## src/rtl/rf_wport_arbiter_pkg.sv

```systemverilog
// Shared types for the register-file write-port arbiter.
// FSM encoding, write-entry layout and regfile widths.
package rf_wport_arbiter_pkg;

   localparam int unsigned AW = 5;
   localparam int unsigned DW = 32;
   localparam int unsigned PW = 32;

   localparam logic [AW-1:0] REG_ZERO = 5'd0;

   typedef enum logic {
      ARB_NORMAL = 1'b0,
      ARB_DRAIN  = 1'b1
   } arb_state_t;

   // 69-bit write entry {pc, addr, data}
   typedef struct packed {
      logic [PW-1:0] pc;
      logic [AW-1:0] addr;
      logic [DW-1:0] data;
   } wb_entry_t;

endpackage

```

## src/rtl/rf_wport_arbiter_if.sv

```systemverilog
// Request-side bundle of the write-port arbiter:
// pipeline writeback stream and long-unit result stream.
interface rf_wport_arbiter_if;
   import rf_wport_arbiter_pkg::*;

   logic          wb_stall_i;
   logic          pipe_wen_i;
   logic [AW-1:0] pipe_waddr_i;
   logic [DW-1:0] pipe_wdata_i;
   logic [PW-1:0] pipe_pc_i;
   logic          lu_valid_i;
   logic [AW-1:0] lu_waddr_i;
   logic [DW-1:0] lu_wdata_i;
   logic [PW-1:0] lu_pc_i;
   logic          lu_ready_o;
   logic          pipe_stall_o;

   modport master (
      output wb_stall_i, pipe_wen_i, pipe_waddr_i,
      output pipe_wdata_i, pipe_pc_i,
      output lu_valid_i, lu_waddr_i, lu_wdata_i, lu_pc_i,
      input  lu_ready_o, pipe_stall_o
   );

   modport slave (
      input  wb_stall_i, pipe_wen_i, pipe_waddr_i,
      input  pipe_wdata_i, pipe_pc_i,
      input  lu_valid_i, lu_waddr_i, lu_wdata_i, lu_pc_i,
      output lu_ready_o, pipe_stall_o
   );

endinterface

```

## src/rtl/rf_wport_arbiter_fifo.sv

```systemverilog
// wb_result_fifo: synchronous FIFO buffering long-unit results.
// Push and pop must be qualified by full/empty by the caller.
module wb_result_fifo
   import rf_wport_arbiter_pkg::*;
#(
   parameter int DEPTH = 2
) (
   input  logic      clk,
   input  logic      rst,
   input  logic      push,
   input  logic      pop,
   input  wb_entry_t din,
   output wb_entry_t dout,
   output logic      full,
   output logic      empty
);

   localparam int PTRW = $clog2(DEPTH);
   localparam logic [PTRW:0] FULL_CNT = (PTRW+1)'(DEPTH);

   wb_entry_t       mem [DEPTH];
   logic [PTRW-1:0] wp;
   logic [PTRW-1:0] rp;
   logic [PTRW:0]   cnt;

   always_ff @(posedge clk)
      if (push) mem[wp] <= din;

   always_ff @(posedge clk or negedge rst) begin
      if (!rst) begin
         wp  <= '0;
         rp  <= '0;
         cnt <= '0;
      end else begin
         if (push) wp <= wp + 1'b1;
         if (pop)  rp <= rp + 1'b1;
         case ({push, pop})
            2'b10:   cnt <= cnt + 1'b1;
            2'b01:   cnt <= cnt - 1'b1;
            default: cnt <= cnt;
         endcase
      end
   end

   assign dout  = mem[rp];
   assign full  = (cnt == FULL_CNT);
   assign empty = (cnt == '0);

endmodule

```

## src/rtl/rf_wport_arbiter.sv

```systemverilog
// Register-file write-port arbiter: pipe writeback vs buffered long-unit.
// Optional WB_LU_BYPASS_EN lets an idle-cycle long-unit result skip the FIFO.
module rf_wport_arbiter
   import rf_wport_arbiter_pkg::*;
#(
   parameter int FIFO_DEPTH   = 2,
   parameter int STARVE_LIMIT = 4
) (
   input  logic                clk,
   input  logic                rst,
   rf_wport_arbiter_if.slave   req,
   output logic                rf_wen_o,
   output logic [AW-1:0]       rf_waddr_o,
   output logic [DW-1:0]       rf_wdata_o,
   output logic [PW-1:0]       debug_wb_pc,
   output logic [3:0]          debug_wb_rf_wen,
   output logic [AW-1:0]       debug_wb_rf_wnum,
   output logic [DW-1:0]       debug_wb_rf_wdata
);

   localparam int CW = $clog2(STARVE_LIMIT + 1);
   localparam logic [CW-1:0] LIMIT = CW'(STARVE_LIMIT);

   arb_state_t    state;
   arb_state_t    state_nx;
   logic [CW-1:0] cnt;
   logic [CW-1:0] cnt_nx;

   wb_entry_t pipe_e;
   wb_entry_t lu_e;
   wb_entry_t head;
   wb_entry_t wr;

   logic full;
   logic empty;
   logic push;
   logic pop;
   logic pipe_grant;
   logic byp;
   logic grant;

   assign pipe_e = '{pc:   req.pipe_pc_i,
                     addr: req.pipe_waddr_i,
                     data: req.pipe_wdata_i};
   assign lu_e   = '{pc:   req.lu_pc_i,
                     addr: req.lu_waddr_i,
                     data: req.lu_wdata_i};

   // readiness looks only at the registered count
   assign req.lu_ready_o = !full;
   assign push  = req.lu_valid_i && !full && !byp;
   assign grant = pipe_grant || pop || byp;

   wb_result_fifo #(.DEPTH(FIFO_DEPTH)) u_fifo (
      .clk   (clk),
      .rst   (rst),
      .push  (push),
      .pop   (pop),
      .din   (lu_e),
      .dout  (head),
      .full  (full),
      .empty (empty)
   );

   always_ff @(posedge clk or negedge rst) begin
      if (!rst) begin
         state <= ARB_NORMAL;
         cnt   <= '0;
      end else begin
         state <= state_nx;
         cnt   <= cnt_nx;
      end
   end

   always_comb begin
      state_nx   = state;
      cnt_nx     = cnt;
      pop        = 1'b0;
      pipe_grant = 1'b0;
      byp        = 1'b0;
      case (state)
         ARB_NORMAL: begin
            if (req.pipe_wen_i && !req.wb_stall_i) begin
               pipe_grant = 1'b1;
               cnt_nx     = empty ? '0 : cnt + 1'b1;
            end else if (!empty) begin
               pop    = 1'b1;
               cnt_nx = '0;
            end else begin
               cnt_nx = '0;
`ifdef WB_LU_BYPASS_EN
               byp    = req.lu_valid_i;
`endif
            end
            if (cnt_nx == LIMIT) state_nx = ARB_DRAIN;
         end
         ARB_DRAIN: begin
            pop      = !empty;
            cnt_nx   = '0;
            state_nx = ARB_NORMAL;
         end
         default: state_nx = ARB_NORMAL;
      endcase
   end

   always_comb begin
      req.pipe_stall_o = (state == ARB_DRAIN);
   end

   always_comb begin
      wr = head;
      unique case (1'b1)
         pipe_grant: wr = pipe_e;
         byp:        wr = lu_e;
         default:    wr = head;
      endcase
   end

   always_ff @(posedge clk or negedge rst) begin
      if (!rst) begin
         rf_wen_o    <= 1'b0;
         rf_waddr_o  <= '0;
         rf_wdata_o  <= '0;
         debug_wb_pc <= '0;
      end else begin
         rf_wen_o <= grant && (wr.addr != REG_ZERO);
         if (grant) begin
            rf_waddr_o  <= wr.addr;
            rf_wdata_o  <= wr.data;
            debug_wb_pc <= wr.pc;
         end
      end
   end

   assign debug_wb_rf_wen   = {4{rf_wen_o}};
   assign debug_wb_rf_wnum  = rf_waddr_o;
   assign debug_wb_rf_wdata = rf_wdata_o;

endmodule

```

## src/flat_wrapper.sv

```systemverilog
// flat-port wrapper written by rule: the top's interface ports become plain ports
module rf_wport_arbiter_flat import rf_wport_arbiter_pkg::*;
#(
   parameter int FIFO_DEPTH   = 2,
   parameter int STARVE_LIMIT = 4
)
  (clk, rst, rf_wen_o, rf_waddr_o, rf_wdata_o, debug_wb_pc, debug_wb_rf_wen, debug_wb_rf_wnum, debug_wb_rf_wdata, req_wb_stall_i, req_pipe_wen_i, req_pipe_waddr_i, req_pipe_wdata_i, req_pipe_pc_i, req_lu_valid_i, req_lu_waddr_i, req_lu_wdata_i, req_lu_pc_i, req_lu_ready_o, req_pipe_stall_o);
  rf_wport_arbiter_if req_i ();
  input  logic clk;
  input  logic rst;
  output logic rf_wen_o;
  output logic [AW-1:0] rf_waddr_o;
  output logic [DW-1:0] rf_wdata_o;
  output logic [PW-1:0] debug_wb_pc;
  output logic [3:0] debug_wb_rf_wen;
  output logic [AW-1:0] debug_wb_rf_wnum;
  output logic [DW-1:0] debug_wb_rf_wdata;
  input wire logic [$bits(req_i.wb_stall_i)-1:0] req_wb_stall_i;
  input wire logic [$bits(req_i.pipe_wen_i)-1:0] req_pipe_wen_i;
  input wire logic [$bits(req_i.pipe_waddr_i)-1:0] req_pipe_waddr_i;
  input wire logic [$bits(req_i.pipe_wdata_i)-1:0] req_pipe_wdata_i;
  input wire logic [$bits(req_i.pipe_pc_i)-1:0] req_pipe_pc_i;
  input wire logic [$bits(req_i.lu_valid_i)-1:0] req_lu_valid_i;
  input wire logic [$bits(req_i.lu_waddr_i)-1:0] req_lu_waddr_i;
  input wire logic [$bits(req_i.lu_wdata_i)-1:0] req_lu_wdata_i;
  input wire logic [$bits(req_i.lu_pc_i)-1:0] req_lu_pc_i;
  output wire logic [$bits(req_i.lu_ready_o)-1:0] req_lu_ready_o;
  output wire logic [$bits(req_i.pipe_stall_o)-1:0] req_pipe_stall_o;
  assign req_i.wb_stall_i = req_wb_stall_i;
  assign req_i.pipe_wen_i = req_pipe_wen_i;
  assign req_i.pipe_waddr_i = req_pipe_waddr_i;
  assign req_i.pipe_wdata_i = req_pipe_wdata_i;
  assign req_i.pipe_pc_i = req_pipe_pc_i;
  assign req_i.lu_valid_i = req_lu_valid_i;
  assign req_i.lu_waddr_i = req_lu_waddr_i;
  assign req_i.lu_wdata_i = req_lu_wdata_i;
  assign req_i.lu_pc_i = req_lu_pc_i;
  assign req_lu_ready_o = req_i.lu_ready_o;
  assign req_pipe_stall_o = req_i.pipe_stall_o;
  rf_wport_arbiter #(.FIFO_DEPTH(FIFO_DEPTH), .STARVE_LIMIT(STARVE_LIMIT)) u_core (.clk(clk), .rst(rst), .req(req_i), .rf_wen_o(rf_wen_o), .rf_waddr_o(rf_waddr_o), .rf_wdata_o(rf_wdata_o), .debug_wb_pc(debug_wb_pc), .debug_wb_rf_wen(debug_wb_rf_wen), .debug_wb_rf_wnum(debug_wb_rf_wnum), .debug_wb_rf_wdata(debug_wb_rf_wdata));
endmodule
```

## config.mk

```make
export PLATFORM = sky130hd
export DESIGN_NAME = rf_wport_arbiter_flat
export DESIGN_NICKNAME = d
export VERILOG_FILES = /design/src/rtl/rf_wport_arbiter_pkg.sv /design/src/rtl/rf_wport_arbiter_if.sv /design/src/rtl/rf_wport_arbiter_fifo.sv /design/src/rtl/rf_wport_arbiter.sv /design/src/flat_wrapper.sv
export SDC_FILE = /design/constraint.sdc
export NUM_CORES = 1
export LEC_CHECK = 0
export CAP_MARGIN = 15
export CELL_PAD_IN_SITES_DETAIL_PLACEMENT = 0
export CELL_PAD_IN_SITES_GLOBAL_PLACEMENT = 2
export CORE_MARGIN = 4
export CORE_UTILIZATION = 33
export CTS_CLUSTER_DIAMETER = 30
export DETAILED_ROUTE_END_ITERATION = 10
export PLACE_DENSITY = 0.89
export SYNTH_ARGS = -nofsm -noshare
export SYNTH_HDL_FRONTEND = slang
export SYNTH_SLANG_ARGS = --single-unit
```

## constraint.sdc

```tcl
create_clock -name clk -period 6.6 [get_ports clk]
set_input_delay 1.65 -clock clk [delete_from_list [all_inputs] [get_ports clk]]
set_output_delay 1.65 -clock clk [all_outputs]
set_load 0.1 [all_outputs]
```

-- Yosys cells after proc, flatten, opt, wreduce, memory -nomap -nowiden
Memory sizes are Yosys's and may differ from the RTL's.
Cells that the tools add are included.
Widths: inputs -> output; s select.
- bits in registers: 78
- RAM bits: 138
- output and inout port bits: 113
- logic and storage cells: 45
- memories: 1
- bitwise operators: 1
- muxes and demuxes: 15
- reduce and logical (&&, ||, !) cells: 10
- add/sub/neg operators: 5
- equal/unequal tests: 4
- memory list (memory ; words ; width ; read ports ; clocked after memory_dff ; write ports ; RTL line ; text):
    u_core.u_fifo.mem ; 2 ; 69 ; 1 ; 0 ; 1 ; rf_wport_arbiter_fifo.sv:21 ; wb_entry_t mem [DEPTH];
- operators by type and width (cell ; count):
    $mux 69 ; 1
    $mux 3 ; 3
    $mux 1 ; 7
    $pmux 3 s2 ; 1
    $reduce_bool 5->1 ; 1
    $eq 2x2->1 const B ; 2
    $pmux 1 s2 ; 2
    $pmux 2 s2 ; 1
    $add 3x1->3 const B ; 1
    $eq 3x3->1 const B ; 1
    $logic_and 1x1->1 ; 3
    $logic_not 1->1 ; 3
    $add 1x1->1 const B ; 2
    $add 2x1->2 const B ; 1
    $eq 2x1->1 const B ; 1
    $logic_not 2->1 ; 1
    $reduce_bool 2->1 ; 1
    $sub 2x1->2 const B ; 1
    $logic_or 1x1->1 ; 1
    $not 1->1 ; 1

-- Longest topological paths before layout
Gate-level depths: netlist (run 1).
- depth after elaboration: 7
- gate-level depth with buffers: 8

-- Cells and area by module
Synthesis (run 1) repeated with hierarchy kept, for this count alone.
- cell total of the unflattened synthesis: 592
- area, all modules: 9260.1 um2
- by module, submodules not included (module ; instances ; area an instance (um2) ; cells an instance):
    wb_result_fifo ; 1 ; 5515.3 ; 231
    rf_wport_arbiter ; 1 ; 3744.8 ; 361

-- Worst setup path after synthesis (run 1)
Ideal clock, no wire load.
- kind: input port to flip-flop
- from: in req_lu_valid_i
- to: mem u_core.u_fifo.mem[0][0] (netlist bit), enable pin
- arrival time: 4.679 ns
- library setup time: 0.497 ns
- cell stages on the path: 2
- slack: 1.424 ns
- cell sequence: nand2_1 nor2_1
- longest elaborated chain between the ends: 3
- ends and longest elaborated chain (element ; RTL line ; text):
    from (decl) ; flat_wrapper.sv:23 ; input wire logic [$bits(req_i.lu_valid_i)-1:0] req_lu_valid_i;
    $logic_and 1x1->1 ; rf_wport_arbiter.sv:51 ; assign push = req.lu_valid_i && !full && !byp;
    $mux 1 ; rf_wport_arbiter_fifo.sv:27 ; if (push) mem[wp] <= din;
    $mux 1 (not written as such) ; rf_wport_arbiter_fifo.sv:27 ;
    to (decl) ; rf_wport_arbiter_fifo.sv:21 ;
Every way passes these cells.

-- Worst setup path in the final report (run 1)
- from: reg u_core.u_fifo.cnt[0]
- to: out req_lu_ready_o
- longest elaborated chain between the ends: 2
- ends and longest elaborated chain (element ; RTL line ; text):
    from (decl) ; rf_wport_arbiter_fifo.sv:24 ; logic [PTRW:0] cnt;
    from (signal assigned) ; rf_wport_arbiter_fifo.sv:38 ; 2'b10: cnt <= cnt + 1'b1;
    from (signal assigned) ; rf_wport_arbiter_fifo.sv:39 ; 2'b01: cnt <= cnt - 1'b1;
    from (signal assigned) ; rf_wport_arbiter_fifo.sv:40 ; default: cnt <= cnt;
    $eq 2x2->1 ; rf_wport_arbiter_fifo.sv:46 ; assign full = (cnt == FULL_CNT);
    $logic_not 1->1 ; rf_wport_arbiter.sv:50 ; assign req.lu_ready_o = !full;
    to (decl) ; flat_wrapper.sv:27 ; output wire logic [$bits(req_i.lu_ready_o)-1:0] req_lu_ready_o;
Every way passes these cells.

==> flow_metrics.py, run 1 <==
metrics = {
    "status": {
        "status": "complete, no violations",
    },
    "logic_synthesis": {
        "synthTopCellsByArea": "edfxtp_1 (48%), dfrtp_1 (22%), mux2i_1 (7.9%)",
        "async_flop_share_pct": 36.1,
        "syn_area_mm2": 0.00872,
        "synth_top_cell_by_area": "edfxtp_1",
        "synth.most_common_cell": "edfxtp_1",
        "avgSynthCellArea_um2": 13.2,
        "seq_area_frac_synth_pct": 69.9,
        "synth.distinct_cells": 22,
        "synth_cells": 662,
        "synth_commonest_cells": "edfxtp_1 (138), dfrtp_1 (78), nor2_1 (73)",
        "ys_seq_elements": 216,
        "synth_flop_cell": "edfxtp_1",
        "synth_top_area_share_pct": 47.5,
        "syn_nets": 807,
        "synth_edf_count": 138,
        "yosys_warnings": 0,
    },
    "floorplanning": {
        "die_h_um": 171,
        "initial_utilization_pct": 33.5,
        "chipWidth_um": 171,
        "ioPinCount": 256,
        "floorplan.rows": 59,
        "core_mm2": 0.0260,
        "dieArea_mm2": 0.0291,
    },
    "route": {
        "wl_per_cell_um": 16.0,
        "dr_wl_met3_mm": 1.62,
        "drt_iter0_markers": 229,
        "ant_nets": 0,
        "drt_wl_total_mm": 20.3,
        "dr_wl_met2_mm": 10.3,
        "dr.max_layer_used": "met4",
        "drc": 0,
        "wl_met1_mm": 8.06,
        "firstDrtPassIters": 5,
        "vias": 5700,
        "viasPerCell": 4.49,
    },
    "final_layout": {
        "final_cells": 1270,
        "regArea_mm2": 0.00610,
        "multi_input_area_mm2": 0.00211,
        "fillers": 2275,
        "area_growth_syn_to_layout_pct": 48.6,
        "antennaDiodeCount": 0,
        "drive_above_1_share_pct": 11.0,
        "nets": 1040,
    },
    "placed_design": {
        "place.gp.congestion": 0.716,
        "place_inst": 1180,
        "hpwl_mm": 13.1,
        "port_buffers": 255,
    },
    "critical_path": {
        "reg2reg_to": "u_core.u_fifo.mem[0][9]",
        "worstSetupPathType": "flop to primary output",
        "crit_path_start": "u_core.u_fifo.cnt[0]",
        "ff2ff_setup_slack_ns": 4.02,
        "worstPathRequired_ns": 4.95,
        "crit_path_start_kind": "flop",
        "reg2reg_depth": 4,
        "path_max_fanout": 5,
        "end_kind": "primary output",
        "cp.arrival_ns": 2.33,
        "r2r_start": "u_core.u_fifo.cnt[0]",
    },
    "clock_tree": {
        "clkSinkCount": 216,
        "numCtsBuffers": 48,
        "tritoncts": "built",
        "clk_latency_ns": 0.52,
        "h-tree-depth": 2,
        "cts_resized": 0,
        "clockRootBuffer": "clkbuf_16",
        "cts_buffer_depth": 3,
        "clk_pin_slew_worst_paths_ns": 0.05,
        "cts_hold_buf": 0,
        "cts_setup_buffers": 0,
    },
    "min_path": {
        "hold_depth": 1,
        "hold_end": "u_core.cnt[0]",
        "worstHoldPathType": "flop to flop",
        "hold_start": "u_core.cnt[0]",
    },
    "global_routing": {
        "grt_start_max_net_pins": 86,
        "antenna_found_initial": 0,
        "grt_pass1_vias": 5873,
        "track_usage_pct": 13.9,
        "grt_overflow": 0,
        "grt_pass1_wl_mm": 31.7,
    },
    "sta": {
        "timing.fmax_mhz": 251,
        "period_needed_ns": 3.98,
        "post-route-period-util_pct": 60.3,
        "rsz0062_at_grt": "false",
        "slew_viol_final": 0,
        "skew_ns": 0.0107,
        "maxSlewHeadroom_pct": 30.3,
        "max_slew.worst_pin.slew_ns": 1.04,
        "setup_tns_ns": 0,
        "final-hold-violation-count": 0,
        "finalSetupViolCount": 0,
    },
    "job": {
        "maxCapViolCount": 0,
    },
}
## cell families after synthesis
| kind of cell | count (synthesis) | share of synthesized area [%] |
|---|---|---|
| multiplexers | 72 | 8.31 |
| AO/OA/AOI/OAI | 136 | 7.82 |
| buffers and inverters | 79 | 6.13 |
| adder cells (fa/ha/maj) | 2 | 0.287 |
| XOR/XNOR | 6 | 0.603 |
| flip-flops | 216 | 69.9 |
| AND/OR/NAND/NOR | 151 | 6.91 |
## state kept, by name (all words and copies together), names as in the netlist
register	flops
u_core.cnt	3
u_core.debug_wb_pc	32
u_core.debug_wb_rf_wdata	32
u_core.debug_wb_rf_wnum	5
u_core.req.pipe_stall_o	1
u_core.rf_wen_o	1
u_core.u_fifo.cnt	2
u_core.u_fifo.mem	138
u_core.u_fifo.rp	1
u_core.u_fifo.wp	1
## cells in the final DEF, fill, tap and decap left out
master / instances
clkdlybuf4s50_1: 254
edfxtp_1: 138
dfrtp_1: 77
nor2_1: 71
nand2_1: 70
mux2i_1: 69
o21ai_0: 69
a21oi_1: 66
clkbuf_16: 50
inv_6: 9
bufinv_16: 8
buf_4: 8
clkinv_2: 7
clkinvlp_4: 5
clkinv_4: 5
xnor2_1: 4
clkinv_1: 4
mux2_2: 3
and3_1: 2
nor2_4: 2
xor2_1: 2
ha_1: 2
or2_2: 1
nor3b_4: 1
nand2_2: 1
nand2b_1: 1
a31oi_1: 1
nor4b_1: 1
and3_4: 1
clkinv_8: 1
clkbuf_1: 1
dfrtp_4: 1
## layer usage
metal,track usage [%],vias to the layer above
li1,-,2804
met1,16.5,2675
met2,23.7,192
met3,4.67,29
met4,4.65,0
met5,0,-
## final cells by class
cell class	count	area share, %
timing repair buffer	262	20.1
clock inverter	39	3.60
multi-input combinational	367	16.3
sequential	216	47.1
clock buffer	51	9.69
tap	335	3.24
## critical path: stages, from the launching register on
cell and delay [ns]:
dfrtp_1 0.46, nand2b_1 0.19, clkdlybuf4s50_1 1.17
## through the flow
step / setup WS, ns / util (%) / hold WS, ns / instance area, µm²
2_1_floorplan: 1.42 / - / 0.421 / 8720
3_3_place_gp: 2.47 / 43.2 / 0.433 / 11200
3_5_place_dp: 2.47 / 43.2 / 0.447 / 11200
4_1_cts: 2.59 / 49.8 / 0.472 / 12900
5_1_grt: 2.55 / 49.8 / 0.480 / 12900
6_report: 2.62 / 49.8 / 0.464 / 12900
## worst max path at each step
stage                                    end  slack (ns)  depth (start not counted)
floorplan            u_core.u_fifo.mem[0][0]        1.42                          2
detailed placement  u_core.u_fifo.mem[0][12]        2.47                          4
global placement    u_core.u_fifo.mem[0][12]        2.47                          4
finish                        req_lu_ready_o        2.62                          2
global route                  req_lu_ready_o        2.55                          2
CTS                           req_lu_ready_o        2.59                          2
Power of run 1 is left out: the tool's default activity adds up to more than one toggle a clock period on the data nets, which glitch-free logic cannot reach.
==> run 2: changes to the inputs <==
- CORE_UTILIZATION: 33 -> 28
- PLACE_DENSITY: 0.89 -> 0.81
- clock period: 6.6 -> 3.35 ns (I/O delays scaled with it)
==> flow_metrics.py, run 2 (synthesis gave the netlist of run 1 again) <==
metrics = {
    "status": {
        "status": "complete, no violations",
    },
    "global_routing": {
        "grt_overflow": 0,
        "use_met1_pct": 14.0,
        "grt_use_met2_pct": 20.0,
        "busiest_layer": "met2",
        "grt_pass1_vias": 5768,
        "grt_pass1_wl_mm": 31.7,
        "antenna_found_initial": 4,
        "track_usage_pct": 11.9,
        "grt_start_max_net_pins": 95,
        "met3_usage_pct": 4.80,
    },
    "floorplanning": {
        "ioPinCount": 256,
        "floorplan.rows": 64,
        "initial_utilization_pct": 28.4,
        "chipWidth_um": 184,
        "die_h_um": 184,
        "dieArea_mm2": 0.0340,
        "core_mm2": 0.0307,
    },
    "sta": {
        "max_slew.worst_pin.slew_ns": 0.805,
        "period_needed_ns": 2.34,
        "setup_tns_ns": 0,
        "finalSetupViolCount": 0,
        "slew_viol_final": 0,
        "timing.fmax_mhz": 428,
        "post-route-period-util_pct": 69.8,
        "maxSlewHeadroom_pct": 46.2,
        "final-hold-violation-count": 0,
        "rsz0062_at_grt": "false",
        "skew_ns": 0.0198,
    },
    "final_layout": {
        "largest-register": "u_core.u_fifo.mem",
        "final_cell_mix": "clkdlybuf4s50_1 (141), edfxtp_1 (138), buf_4 (122), dfrtp_1 (77), nor2_1 (71)",
        "final_common_cell": "clkdlybuf4s50_1",
        "nets": 1047,
        "drive_above_1_share_pct": 23.3,
        "area_growth_syn_to_layout_pct": 47.2,
        "largest_register_ffs": 138,
        "antennaDiodeCount": 0,
    },
    "placed_design": {
        "hpwl_mm": 14.2,
        "place.gp.congestion": 0.686,
        "port_buffers": 255,
    },
    "critical_path": {
        "worstSetupPathType": "flop to primary output",
        "worstPathRequired_ns": 2.51,
        "cp.arrival_ns": 1.50,
        "path_max_fanout": 5,
        "crit_path_start_kind": "flop",
        "end_kind": "primary output",
    },
    "route": {
        "drt_iter0_markers": 248,
        "ant_nets": 0,
        "wl_per_cell_um": 15.6,
        "vias": 5706,
        "firstDrtPassIters": 4,
        "drc": 0,
        "viasPerCell": 4.26,
        "drt_wl_total_mm": 21.0,
    },
    "clock_tree": {
        "clockRootBuffer": "clkbuf_16",
        "cts_buffer_depth": 3,
        "clk_pin_slew_worst_paths_ns": 0.05,
        "cts_setup_buffers": 0,
        "tritoncts": "built",
        "cts_hold_buf": 0,
        "clkSinkCount": 216,
        "clk_latency_ns": 0.53,
        "cts_resized": 0,
        "numCtsBuffers": 49,
        "h-tree-depth": 2,
    },
    "min_path": {
        "worstHoldPathType": "input port to async pin",
    },
    "job": {
        "maxCapViolCount": 0,
    },
}
run 2: cell count changes in the layout (fill, tap and decap cells not counted), moves of 3 or more:
| cell | before | now |
|---|---|---|
| buf_4 | 8 | 122 |
| clkdlybuf4s50_1 | 254 | 141 |
| clkbuf_1 | 1 | 7 |
| buf_12 | 0 | 5 |
| inv_6 | 9 | 5 |
| clkbuf_8 | 0 | 3 |
run 2: final cells by class:
cell class              instances  area, µm²
clock buffers                  61       1340
multi-input cells             367       2110
repair buffers                268       2430
clock inverters                31        358
well taps                     396        495
flip-flops and latches        216       6100
fillers                      2907      17800
run 2: path summary, 6_finish.rpt:
kind | end | cells after the start | slack [ns] | start
setup / recovery | req_lu_ready_o | 2 | 1.01 | u_core.u_fifo.cnt[0]
hold reg to reg | u_core.cnt[0] | 1 | 0.47 | u_core.cnt[0]
setup reg to reg | u_core.u_fifo.cnt[1] | 5 | 1.34 | u_core.u_fifo.cnt[0]
min in group clk | u_core.cnt[0] | 1 | 0.47 | u_core.cnt[0]
max in group asynchronous | u_core.debug_wb_pc[0] | 2 | 2.35 | rst
hold / removal | u_core.debug_wb_rf_wdata[4] | 1 | 0.36 | rst
run 2: critical path: stages (launching register included):
cell      delay, ns
dfrtp_1        0.47
nand2b_1       0.19
buf_4          0.31
run 2: through the flow:
stage / utilization (%) / area, µm² / setup slack (ns) / instances / hold WS (ns)
floorplan: - / 8720 / 0.338 / 662 / 0.421
global placement: 36.3 / 11100 / 0.643 / 1247 / 0.446
detailed placement: 36.3 / 11100 / 0.619 / 1247 / 0.470
CTS: 41.8 / 12800 / 0.981 / 1339 / 0.371
global route: 41.8 / 12800 / 0.879 / 1339 / 0.392
finish: 41.8 / 12800 / 1.01 / 1339 / 0.355
run 2: layer usage:
metal	share of wire [%]	vias to the layer above	wire, µm
met2	50	189	10400
met5	0.35	-	74
met4	1.9	8	391
met3	8.4	42	1760
li1	-	2803	-
met1	40	2664	8280
Power of run 2 is left out for the same reason.
==> run 3: changes to the inputs <==
- CORE_UTILIZATION: 28 -> 31
- PLACE_DENSITY: 0.81 -> 0.85
- clock period: 3.35 -> 2.3 ns (I/O delays scaled with it)
==> flow_metrics.py, run 3 (synthesis gave the netlist of run 1 again) <==
metrics = {
    "critical_path": {
        "worstPathRequired_ns": 1.73,
        "cp.arrival_ns": 1.40,
        "r2r_start": "u_core.u_fifo.rp",
        "reg2reg_depth": 5,
        "path_max_fanout": 5,
        "reg2reg_to": "u_core.debug_wb_pc[18]",
        "end_kind": "primary output",
        "ff2ff_setup_slack_ns": 0.59,
        "crit_path_start_kind": "flop",
        "worstSetupPathType": "flop to primary output",
    },
    "floorplanning": {
        "dieArea_mm2": 0.0309,
        "floorplan.rows": 61,
        "initial_utilization_pct": 31.4,
        "chipWidth_um": 176,
        "ioPinCount": 256,
        "die_h_um": 176,
        "core_mm2": 0.0278,
    },
    "route": {
        "drc": 0,
        "drt_wl_total_mm": 21.1,
        "ant_nets": 0,
        "dr.max_layer_used": "met4",
        "viasPerCell": 4.35,
        "wl_met1_mm": 8.57,
        "vias": 5796,
        "dr_wl_met3_mm": 1.58,
        "wl_per_cell_um": 15.8,
        "firstDrtPassIters": 4,
        "drt_iter0_markers": 276,
        "dr_wl_met2_mm": 10.4,
    },
    "clock_tree": {
        "cts_resized": 0,
        "clkSinkCount": 216,
        "h-tree-depth": 2,
        "clockRootBuffer": "clkbuf_16",
        "tritoncts": "built",
        "cts_hold_buf": 0,
        "clk_pin_slew_worst_paths_ns": 0.05,
        "clk_latency_ns": 0.53,
        "cts_buffer_depth": 3,
        "cts_setup_buffers": 0,
        "numCtsBuffers": 51,
    },
    "final_layout": {
        "drive_above_1_share_pct": 24.4,
        "regArea_mm2": 0.00610,
        "final_cells": 1333,
        "nets": 1056,
        "area_growth_syn_to_layout_pct": 49.1,
        "fillers": 2592,
        "fin_area_mm2": 0.0130,
        "largest_register_ffs": 138,
        "multi_input_area_mm2": 0.00212,
        "final_cell_mix": "clkdlybuf4s50_1 (141), edfxtp_1 (138), buf_4 (124), dfrtp_1 (77), nor2_1 (71)",
        "largest-register": "u_core.u_fifo.mem",
        "final_common_cell": "clkdlybuf4s50_1",
    },
    "placed_design": {
        "port_buffers": 255,
        "place.gp.congestion": 0.708,
        "dpl-instance-area_mm2": 0.0112,
        "place_inst": 1236,
        "hpwl_mm": 14.1,
    },
    "sta": {
        "max_slew.worst_pin.slew_ns": 0.479,
        "skew_ns": 0.0116,
        "finalSetupViolCount": 0,
        "slew_viol_final": 0,
        "period_needed_ns": 1.97,
        "timing.fmax_mhz": 507,
        "final-hold-violation-count": 0,
        "rsz0062_at_grt": "false",
        "post-route-period-util_pct": 85.8,
        "maxSlewHeadroom_pct": 68.1,
    },
    "job": {
        "maxCapViolCount": 0,
    },
    "global_routing": {
        "grt_start_max_net_pins": 59,
        "grt_overflow": 0,
        "grt_pass1_vias": 6075,
        "grt_pass1_wl_mm": 32.8,
        "antenna_found_initial": 1,
        "track_usage_pct": 13.4,
    },
    "status": {
        "status": "complete, no violations",
    },
    "min_path": {
        "worstHoldPathType": "input port to async pin",
    },
}
[run 3: metrics by stage]
stage / utilization (%) / setup TNS (ns) / hold WS [ns] / setup slack, ns
global route: 46.8 / 0 / 0.0258 / 0.263
global placement: 40.4 / 0 / 0.438 / 0.0391
finish: 46.8 / 0 / 0.00913 / 0.326
detailed placement: 40.4 / 0 / 0.453 / 0.0441
CTS: 46.8 / 0 / 0.00642 / 0.300
floorplan: - / -1.44 / 0.279 / -0.0209
[run 3: metal layers]
layer  vias to the layer above  global-route usage [%]
met5                         -                       0
met1                      2731                    16.2
met4                         0                    5.04
li1                       2837                       -
met2                       181                    22.3
met3                        47                    4.43
[run 3: worst max-delay path by stage]
stage,slack [ns],to,cells after the start,start
final,0.33,req_lu_ready_o,2,u_core.u_fifo.cnt[0]
after global routing,0.26,req_lu_ready_o,2,u_core.u_fifo.cnt[0]
after CTS,0.30,req_lu_ready_o,2,u_core.u_fifo.cnt[0]
after detailed placement,0.04,u_core.u_fifo.cnt[1],7,req_wb_stall_i
after global placement,0.04,u_core.u_fifo.cnt[1],7,req_pipe_wen_i
after floorplan,-0.02,u_core.u_fifo.mem[0][0],3,u_core.u_fifo.cnt[0]
[run 3: worst max-delay path, cell delays in order (launching register included)]
cell      delay (ns)
dfrtp_1         0.47
nand2b_4        0.22
buf_12          0.18
[run 3: cell type report]
cell class | count | share of cell area (%)
well taps | 378 | 3.64
clock buffers | 58 | 10.2
flip-flops and latches | 216 | 46.9
repair buffers | 275 | 19.6
clock inverters | 38 | 3.34
multi-input cells | 367 | 16.3
diodes | 1 | 0.0193
Power of run 3 is left out for the same reason.
